<file path="config.mk">
export PLATFORM = sky130hd
export DESIGN_NAME = sram_fifo_ctrl
export DESIGN_NICKNAME = d
export VERILOG_FILES = /design/src/rtl/sram_fifo_ctrl.sv
export SDC_FILE = /design/constraint.sdc
export NUM_CORES = 1
export LEC_CHECK = 0
export CORE_MARGIN = 4
export CORE_UTILIZATION = 30
export DETAILED_ROUTE_END_ITERATION = 10
export DONT_BUFFER_PORTS = 1
export GPL_ROUTABILITY_DRIVEN = 0
export PLACE_DENSITY_LB_ADDON = 0.15
export SLEW_MARGIN = 40
export SYNTH_ARGS = -nofsm -noshare
export SYNTH_HDL_FRONTEND = slang
export SYNTH_SLANG_ARGS = --single-unit
</file>
<file path="constraint.sdc">
create_clock -name i_clk -period 3.89 [get_ports i_clk]
set_input_delay 0.389 -clock i_clk [delete_from_list [all_inputs] [get_ports i_clk]]
set_output_delay 0.389 -clock i_clk [all_outputs]
set_load 0.02 [all_outputs]
</file>
<file path="src/rtl/sram_fifo_ctrl.sv">
// FIFO controller that streams valid/ready words through a single-port synchronous RAM.
// Reads win arbitration; a read spends one cycle in RD_WAIT before its data lands in out_data.
module sram_fifo_ctrl #(
   parameter int n = 8,
   parameter int m = 10
) (
   input  logic         i_clk,
   input  logic         i_rst,
   input  logic         in_valid,
   input  logic [n-1:0] in_data,
   output logic         in_ready,
   output logic         out_valid,
   output logic [n-1:0] out_data,
   input  logic         out_ready,
   output logic         sram_rw,
   output logic [m-1:0] sram_addr,
   output logic [n-1:0] sram_din,
   input  logic [n-1:0] sram_dout,
   output logic         o_full,
   output logic         o_empty
);

   typedef enum logic {
      IDLE    = 1'b0,
      RD_WAIT = 1'b1
   } state_t;

   localparam logic [m:0] DEPTH = {1'b1, {m{1'b0}}};

   state_t         state;
   state_t         state_next;
   logic [m-1:0]   wr_ptr;
   logic [m-1:0]   rd_ptr;
   logic [m:0]     count;
   logic           rd_go;
   logic           wr_go;

   always_ff @(posedge i_clk or posedge i_rst) begin
      if (i_rst) begin
         state <= IDLE;
      end else begin
         state <= state_next;
      end
   end

   always_comb begin
      state_next = state;
      case (state)
         IDLE:    if (rd_go) state_next = RD_WAIT;
         RD_WAIT: state_next = IDLE;
         default: state_next = IDLE;
      endcase
   end

   // A read may issue only when the holding register is free or being emptied this cycle.
   always_comb begin
      rd_go     = (state == IDLE) && (count != '0) && (!out_valid || out_ready);
      o_full    = (count == DEPTH);
      in_ready  = !rd_go && !o_full;
      wr_go     = in_valid && in_ready;
      sram_rw   = !wr_go;
      sram_addr = wr_go ? wr_ptr : rd_ptr;
      sram_din  = in_data;
      o_empty   = (count == '0) && (state == IDLE) && !out_valid;
   end

   always_ff @(posedge i_clk or posedge i_rst) begin
      if (i_rst) begin
         wr_ptr    <= '0;
         rd_ptr    <= '0;
         count     <= '0;
         out_valid <= 1'b0;
         out_data  <= '0;
      end else begin
         if (wr_go) begin
            wr_ptr <= wr_ptr + m'(1);
            count  <= count + (m+1)'(1);
         end else if (rd_go) begin
            rd_ptr <= rd_ptr + m'(1);
            count  <= count - (m+1)'(1);
         end
         // A capture in the same edge as a pop keeps out_valid high with the new word.
         if (state == RD_WAIT) begin
            out_data  <= sram_dout;
            out_valid <= 1'b1;
         end else if (out_valid && out_ready) begin
            out_valid <= 1'b0;
         end
      end
   end

endmodule

</file>
Yosys cells after proc, flatten, opt, wreduce, memory -nomap -nowiden
Index checks and enable logic that the tools add are counted.
{"block": "totals", "regBits": 41, "inputBits": 20, "out_inout_bits": 31, "wordCells": 37}
{"block": "op_classes", "addsub": 4, "eq_ne": 1, "mux": 7, "bitwise_logic": 2, "n_reduce_logical": 17}
{"operator": "11-bit two-way mux", "count": 2}
{"operator": "10-bit by 1-bit adder with 10-bit output (second input constant)", "count": 2}
{"operator": "11-bit by 1-bit adder with 11-bit output (second input constant)", "count": 1}
{"operator": "11-bit equality test (second input constant)", "count": 1}
{"operator": "11-bit logical NOT", "count": 1}
{"operator": "11-bit nonzero test", "count": 1}
{"operator": "11-bit by 1-bit subtractor with 11-bit output (second input constant)", "count": 1}
{"operator": "10-bit two-way mux", "count": 1}
{"operator": "1-bit logical AND", "count": 7}
{"operator": "1-bit logical NOT", "count": 4}
{"operator": "2-bit nonzero test", "count": 2}
{"operator": "1-bit two-way mux", "count": 3}
{"operator": "1-bit inverter", "count": 2}
{"operator": "1-bit case mux with 2 select lines", "count": 1}
{"operator": "2-bit AND reduction", "count": 1}
{"operator": "1-bit logical OR", "count": 1}

Depth between registers and ports, before layout
Gate-level depths: netlist of the first run.
{"block": "logic_depth", "word_depth": 8, "mapped_depth": 13, "depth_no_buf": 12}

Least setup slack after synthesis of the first run
Ideal clock, no wire load.
{"block": "synth_timing", "path_kind": "register to register", "from": "register count[6]", "to": "register count[10]", "arrival_time_ps": 3081, "required_time_ps": 3765, "setup_slack_ps": 684, "path_stages_with_launch": 13, "path_buffers": 1, "cell_sequence": "dfrtp_1 nor4_2 nand4_2 mux2i_2 nand2_2 buf_6 ha_1 nor2b_1 o21a_1 a311o_1 a22o_1 mux2i_1 xnor2_1"}
{"block": "synth_between", "elab_chain_cells": 7, "word_cells_on_any_way": 13, "classes_between": "2 x add/sub; 1 x eq/ne; 2 x mux; 8 x reduce/logical"}
{"item": "from (decl)", "line_no": "34", "source": "logic [m:0] count;"}
{"item": "from (signal assigned)", "line_no": "77", "source": "count <= count + (m+1)'(1);"}
{"item": "from (signal assigned)", "line_no": "80", "source": "count <= count - (m+1)'(1);"}
{"item": "11-bit nonzero test", "line_no": "57", "source": "rd_go = (state == IDLE) && (count != '0) && (!out_valid || out_ready);"}
{"item": "1-bit logical AND (2 in series)", "line_no": "57"}
{"item": "1-bit logical NOT", "line_no": "59", "source": "in_ready = !rd_go && !o_full;"}
{"item": "1-bit logical AND (*)", "line_no": "59"}
{"item": "net in_ready", "line_no": "11", "source": "output logic in_ready,"}
{"item": "1-bit logical AND (*)", "line_no": "60", "source": "wr_go = in_valid && in_ready;"}
{"item": "11-bit two-way mux or 2-bit nonzero test (tied branches)"}
Mark *: on every way through the listed nets, which the timed path passes. The rest lies on a longest branch. The select of a mux whose other input is x is not followed.
A chain may end at the register's enable or synchronous reset.

Final worst setup path of the first run
{"block": "layout_timing", "from": "register count[5]", "to": "register count[10]"}
{"block": "layout_between", "elab_chain_cells": 7, "word_cells_on_any_way": 13, "classes_between": "2 x add/sub; 1 x eq/ne; 2 x mux; 8 x reduce/logical"}
{"item": "parallel branches: the longest is 7 deep, another holds 11-bit by 1-bit subtractor with 11-bit output"}
Parallel ways; which one is timed is not known. The select of a mux whose other input is x is not followed.

==> impl_metrics.json, run 1 <==
{
  "outcome": "finished clean",
  "antenna_found_initial": 0,
  "grt.overflow.total": 0,
  "synth_compound_area_share_pct": 11.11,
  "switching_share_pct": 45.07,
  "antenna_left": 0,
  "antenna_cells": 0,
  "vdd_drop_max_uv": 185.5,
  "worst_pin_slew_ps": 687.6,
  "slowest_stage": "a311o_1",
  "h-tree-depth": 2,
  "timing.rr.start": "count[5]",
  "finalCritPeriodShare_pct": 83.99,
  "hp-class": "in -> reg",
  "seqPwrFrac_pct": 37.7,
  "final_common_cell": "dfrtp_1",
  "root_buffer": "clkbuf_8",
  "yosys-top-cells-area": "dfrtp_1 44%, mux2_2 7.7%, xnor2_1 6.8%, ha_1 5.9%, xor2_1 3.4%",
  "yosysSeqAreaShare_pct": 44.02,
  "design.die.area_um2": 9244,
  "timing.final.hold_violations": 0,
  "cts_buffers": 5,
  "cap_viol_max_count": 0,
  "endpoint_kind": "flop",
  "synth-simple-area-share_pct": 13.04,
  "synth_nets": 246,
  "drive_gt1_share_pct": 18.87,
  "yosys.area.top_type": "dfrtp_1",
  "synth-seq-cells": 41,
  "filler_cell_count": 747,
  "max-slew-margin-rel_pct": 53.67,
  "worstSetupStartpoint": "count[5]",
  "wire_per_inst_um": 15.24,
  "max_freq_mhz": 306.1,
  "p_leak_nw": 1.045,
  "combPwrFrac_pct": 49.6,
  "rsz0062_at_grt": "false",
  "worst_setup_path_start_kind": "flop",
  "synth_fa_ha_area_share_pct": 6.763,
  "cts_tree": "done",
  "drt_wl_total_um": 4741,
  "layout_common_cells": "41 x dfrtp_1, 18 x xnor2_1, 17 x nand2_1",
  "dpl.hpwl_um": 3507,
  "worstPathMaxFanout": 13,
  "nNetsFinal": 244,
  "ys_async_sr_fraction_pct": 100.0,
  "io-pin-count": 51,
  "holdWs_ps": 241.7,
  "viasPerCell": 4.891,
  "synthCells": 214,
  "grt_usage_pct": 11.20,
  "path_cells": "nor4_2 -> nand4_2 -> mux2i_2 -> nand2_2 -> inv_2 -> fa_1 -> nor2b_1 -> o21a_1 -> a311o_1 -> a22o_1 -> mux2i_1 -> xnor2_1",
  "worstHoldStart": "sram_dout[7]",
  "yosysTopAreaCellShare_pct": 44.02,
  "syn-mean-instance-area_um2": 10.89,
  "die_y_um": 96.15,
  "syn_area_um2": 2331,
  "clock_skew_ps": 3.576,
  "slowest_delay_ps": 430,
  "clock_sinks": 41,
  "die_w_um": 96.15,
  "ys.flop_type": "dfrtp_1",
  "first_iter_violations": 50,
  "dr.pass1.iters": 4,
  "fin_crit_ps": 3267,
  "clk-insertion-delay-late_ps": 290,
  "cp.arrival_ps": 3440,
  "yosys_warnings": 0,
  "synth.distinct_cells": 45,
  "pwr-share-clk_pct": 12.7,
  "area_delta_synth_final_pct": 6.602,
  "pwr_density_cell_nw_per_um2": 926.9,
  "synth_xor_area_share_pct": 10.14,
  "grt_max_degree": 23,
  "initial_core_util_pct": 31.46,
  "drc": 0,
  "rows": 31,
  "setup_viol": 0,
  "synth-edff-count": 0,
  "critPathKind": "reg -> reg",
  "port_buffers": 0,
  "vias": 1521,
  "grt_first_pass_wirelength_um": 7886,
  "muxShareOfSynthArea_pct": 8.749,
  "coreArea_um2": 7408,
  "p_int_mw": 1.265,
  "cts_post_setup_buffers_inserted": 0,
  "clkTransAtPathRegs_ps": 80,
  "tns_ps": 0,
  "netSwitchingPower_mw": 1.038,
  "synth_top_family_by_area": "simple AND/OR/NAND/NOR gates",
  "crit_required_ps": 4060,
  "grt_pass1_vias": 1515,
  "clock_path_buffers": 2,
  "slew_viol_final": 0
}
[logic make-up (layout without fill, tap and decap cells)]
group,after synthesis,after routing
AND/OR/NAND/NOR,53,53
XOR/XNOR,27,27
flip-flops,41,41
adder cells (fa/ha/maj),12,12
buffers and inverters,25,23
AO/OA/AOI/OAI,38,38
multiplexers,18,18
[synth_stat cells (all sizes together) (2+ instances only)]
cell,count
a21o,2
xor2,9
nor2,7
o21ai,15
nor3,3
nand2b,3
ha,11
a211oi,2
xnor2,18
nor4,4
nand3,4
nand4,8
nor2b,2
a21oi,6
and3,2
buf,12
inv,12
mux2i,2
dfrtp,41
o21a,3
mux2,16
nand2,18
[worst max-delay path, delay by kind of cell (launching register included)]
family          cells  cell delay [ps]
simple gates        4              800
fa+ha+maj           1              270
compound gates      3              850
flops               1              410
buf+inv             1              290
mux                 2              380
xor+xnor            1              150
[metal layers]
metal | track usage (%) | up-vias | share of wire [%]
met3 | 3.127 | 7 | 7.0
li1 | - | 737 | -
met2 | 15.64 | 37 | 42
met4 | 4.739 | 0 | 1.8
met1 | 15.98 | 740 | 49
met5 | 0 | - | 0
[flip-flops by register name, indices dropped and copies added, names as in the netlist]
register	cells
count	11
out_data	8
out_valid	1
rd_ptr	10
state	1
wr_ptr	10
[power by group through the flow]
stage | combinational (mW) | sequential [mW] | clock (mW)
detailed placement | 1.15 | 0.882 | 0
global route | 1.30 | 0.905 | 0.321
CTS | 1.16 | 0.874 | 0.308
floorplan | 0.996 | 0.813 | 0
finish | 1.14 | 0.869 | 0.292
global placement | 1.16 | 0.878 | 0
[area by class of cell]
class | instances | area, µm² | share of cell area, %
sequential | 41 | 1026 | 41.29
clock inverter | 1 | 7.507 | 0.3021
inverter | 12 | 45.04 | 1.813
multi-input combinational | 148 | 1167 | 46.98
clock buffer | 6 | 82.58 | 3.323
timing repair buffer | 4 | 32.53 | 1.309
tap | 99 | 123.9 | 4.985
[final timing paths]
check / to / slack [ps] / depth (start not counted)
hold / removal: out_data[7] / 240 / 1
setup / recovery: count[10] / 620 / 12
max in group asynchronous: rd_ptr[0] / 2690 / 3
setup reg to reg: count[10] / 620 / 12
min in group asynchronous: out_data[4] / 560 / 2
hold reg to reg: rd_ptr[9] / 470 / 1
[repair_timing]
action	in CTS	in global routing
setup endpoints to repair	0	0
gates resized for setup	0	0
hold buffers	1	0
endpoints found under the hold margin	21	0
[stage by stage]
step	setup slack (ps)	instance area (µm²)	utilization (%)	std cells	power, mW
finish	622.9	2485	33.54	311	2.303
global route	335.7	2485	33.54	311	2.527
CTS	563.4	2485	33.54	311	2.338
detailed placement	585.5	2385	32.19	303	2.033
global placement	667.9	2379	32.11	303	2.038
floorplan	684.2	2331	-	214	1.809
No activity file was read; power rests on OpenSTA's default activity.
==> inputs of run 2 (changes only) <==
Clock period 3.89 ns to 3 ns, I/O delays scaled along.
==> run 2 against run 1 <==
Effect of this change:
- sequential cell count did not move
- design area rose by 10%
- sequential power rose by 28%
- clock-buffer cell count rose by 1
- combinational power rose by 56%
- wire length rose by 3.3%
- total power rose by 45%
- sequential share of layout area fell by 3.8 points
- via count rose by 2.7%
- clock power rose by 58%
==> impl_metrics.json, run 2 (synthesis gave the netlist of run 1 again) <==
{
  "antenna_cells": 0,
  "die_y_um": 96.15,
  "vias": 1562,
  "post-route-util_pct": 36.95,
  "clk-insertion-delay-late_ps": 290,
  "first_iter_violations": 79,
  "dpl.hpwl_um": 3659,
  "endpoint_kind": "flop",
  "dr.pass1.iters": 4,
  "cts_tree": "done",
  "final_common_cell": "dfrtp_1",
  "clock_path_buffers": 2,
  "nNetsFinal": 266,
  "grt_max_degree": 29,
  "design.die.area_um2": 9244,
  "fin_total_pwr_mw": 3.350,
  "top_regs": "count x11, rd_ptr x10, wr_ptr x10",
  "initial_core_util_pct": 31.46,
  "layout_setup_ws_ps": 146.9,
  "slowest_delay_ps": 410,
  "critPathKind": "reg -> reg",
  "grt_usage_pct": 11.09,
  "max_freq_mhz": 350.5,
  "largest_register_ffs": 11,
  "drive_gt1_share_pct": 27.23,
  "finalCritPeriodShare_pct": 95.10,
  "clkTransAtPathRegs_ps": 80,
  "cp.arrival_ps": 3060,
  "p_leak_nw": 1.171,
  "coreArea_um2": 7408,
  "io-pin-count": 51,
  "dp_cells": 320,
  "fin_crit_ps": 2853,
  "setup_viol": 0,
  "grt_first_pass_wirelength_um": 7955,
  "tns_ps": 0,
  "pre_cts_ws_ps": 18.65,
  "clock_sinks": 41,
  "viasPerCell": 4.677,
  "antenna_found_initial": 0,
  "h-tree-depth": 2,
  "worstPathMaxFanout": 4,
  "max-slew-margin-rel_pct": 65.96,
  "rows": 31,
  "drt_wl_total_um": 4897,
  "path_cells": "nor4_4 -> nand4_2 -> mux2i_4 -> nand2_4 -> buf_6 -> ha_4 -> nor2b_1 -> o21a_1 -> a311o_1 -> a22o_1 -> mux2i_1 -> xnor2_1",
  "cap_viol_max_count": 0,
  "clock_skew_ps": 6.480,
  "timing.final.hold_violations": 0,
  "worst_setup_path_start_kind": "flop",
  "layout_common_cells": "41 x dfrtp_1, 23 x buf_4, 18 x xnor2_1",
  "crit_required_ps": 3210,
  "rsz0062_at_grt": "true",
  "pwr_density_cell_nw_per_um2": 1224,
  "cts_buffers": 5,
  "hp-class": "in -> reg",
  "final_cells": 334,
  "outcome": "finished clean",
  "root_buffer": "clkbuf_8",
  "die_w_um": 96.15,
  "slew_viol_final": 0,
  "grt_pass1_vias": 1563,
  "wire_per_inst_um": 14.66,
  "slowest_stage": "dfrtp_1",
  "grt.overflow.total": 0,
  "port_buffers": 0,
  "drc": 0,
  "antenna_left": 0,
  "vdd_drop_max_uv": 272.2,
  "worst_pin_slew_ps": 509.9,
  "regMostFlops": "count",
  "area_delta_synth_final_pct": 17.45
}
[run 2: changes by cell type in the layout (fill, tap and decap cells not counted), sizes merged]
cell      change
clkbuf        +1
inv           -1
clkinv        +1
buf          +22
bufinv        +1
clkinvlp      -1
[run 2: worst paths after layout]
path                         startpoint           to  slack, ps  cells past startpoint
hold reg to reg               wr_ptr[9]    wr_ptr[9]        470                      1
min in group asynchronous         i_rst    rd_ptr[3]        480                      2
max in group asynchronous         i_rst  out_data[4]       1940                      3
setup reg to reg               count[9]    count[10]        150                     12
hold / removal             sram_dout[6]  out_data[6]        160                      1
setup / recovery               count[9]    count[10]        150                     12
[run 2: per-stage QoR]
stage | area, µm² | hold slack (ps)
floorplan | 2374 | 436.2
global placement | 2552 | 378.6
detailed placement | 2554 | 235.9
CTS | 2693 | 145.6
global route | 2738 | 144.3
finish | 2738 | 161.2
[run 2: routing by layer]
layer,part of all wire [%],track usage (%),vias to the layer above,wire length [µm]
met4,1.5,3.555,0,72
met5,0,0,-,0
li1,-,-,776,-
met1,47,14.64,749,2321
met2,47,17.83,32,2299
met3,4.1,2.580,5,202
[run 2: power breakdown]
part	internal [mW]	switching [mW]
combinational	0.870	0.906
clock	0.271	0.189
sequential	0.798	0.315
[run 2: cell type report]
class,instances,area [µm²]
multi-input cells,148,1211
clock inverters,1,30.03
fillers,733,4671
flip-flops and latches,41,1026
clock buffers,7,86.33
well taps,99,123.9
inverters,12,46.29
repair buffers,26,214.0
[run 2: what timing repair did]
item	CTS	global route
gates resized for setup	1	3
buffers inserted	1	4
cloned	0	0
pin swaps	1	6
setup endpoints to repair	1	3
hold endpoints to repair	27	0
hold buffers	1	0
[run 2: worst max-delay path: cells and delay by family (launching register included)]
kind | cells | cell delay [ps]
simple gates | 4 | 720
compound gates | 3 | 720
mux | 2 | 440
flops | 1 | 410
fa+ha+maj | 1 | 220
xor+xnor | 1 | 140
buf+inv | 1 | 130
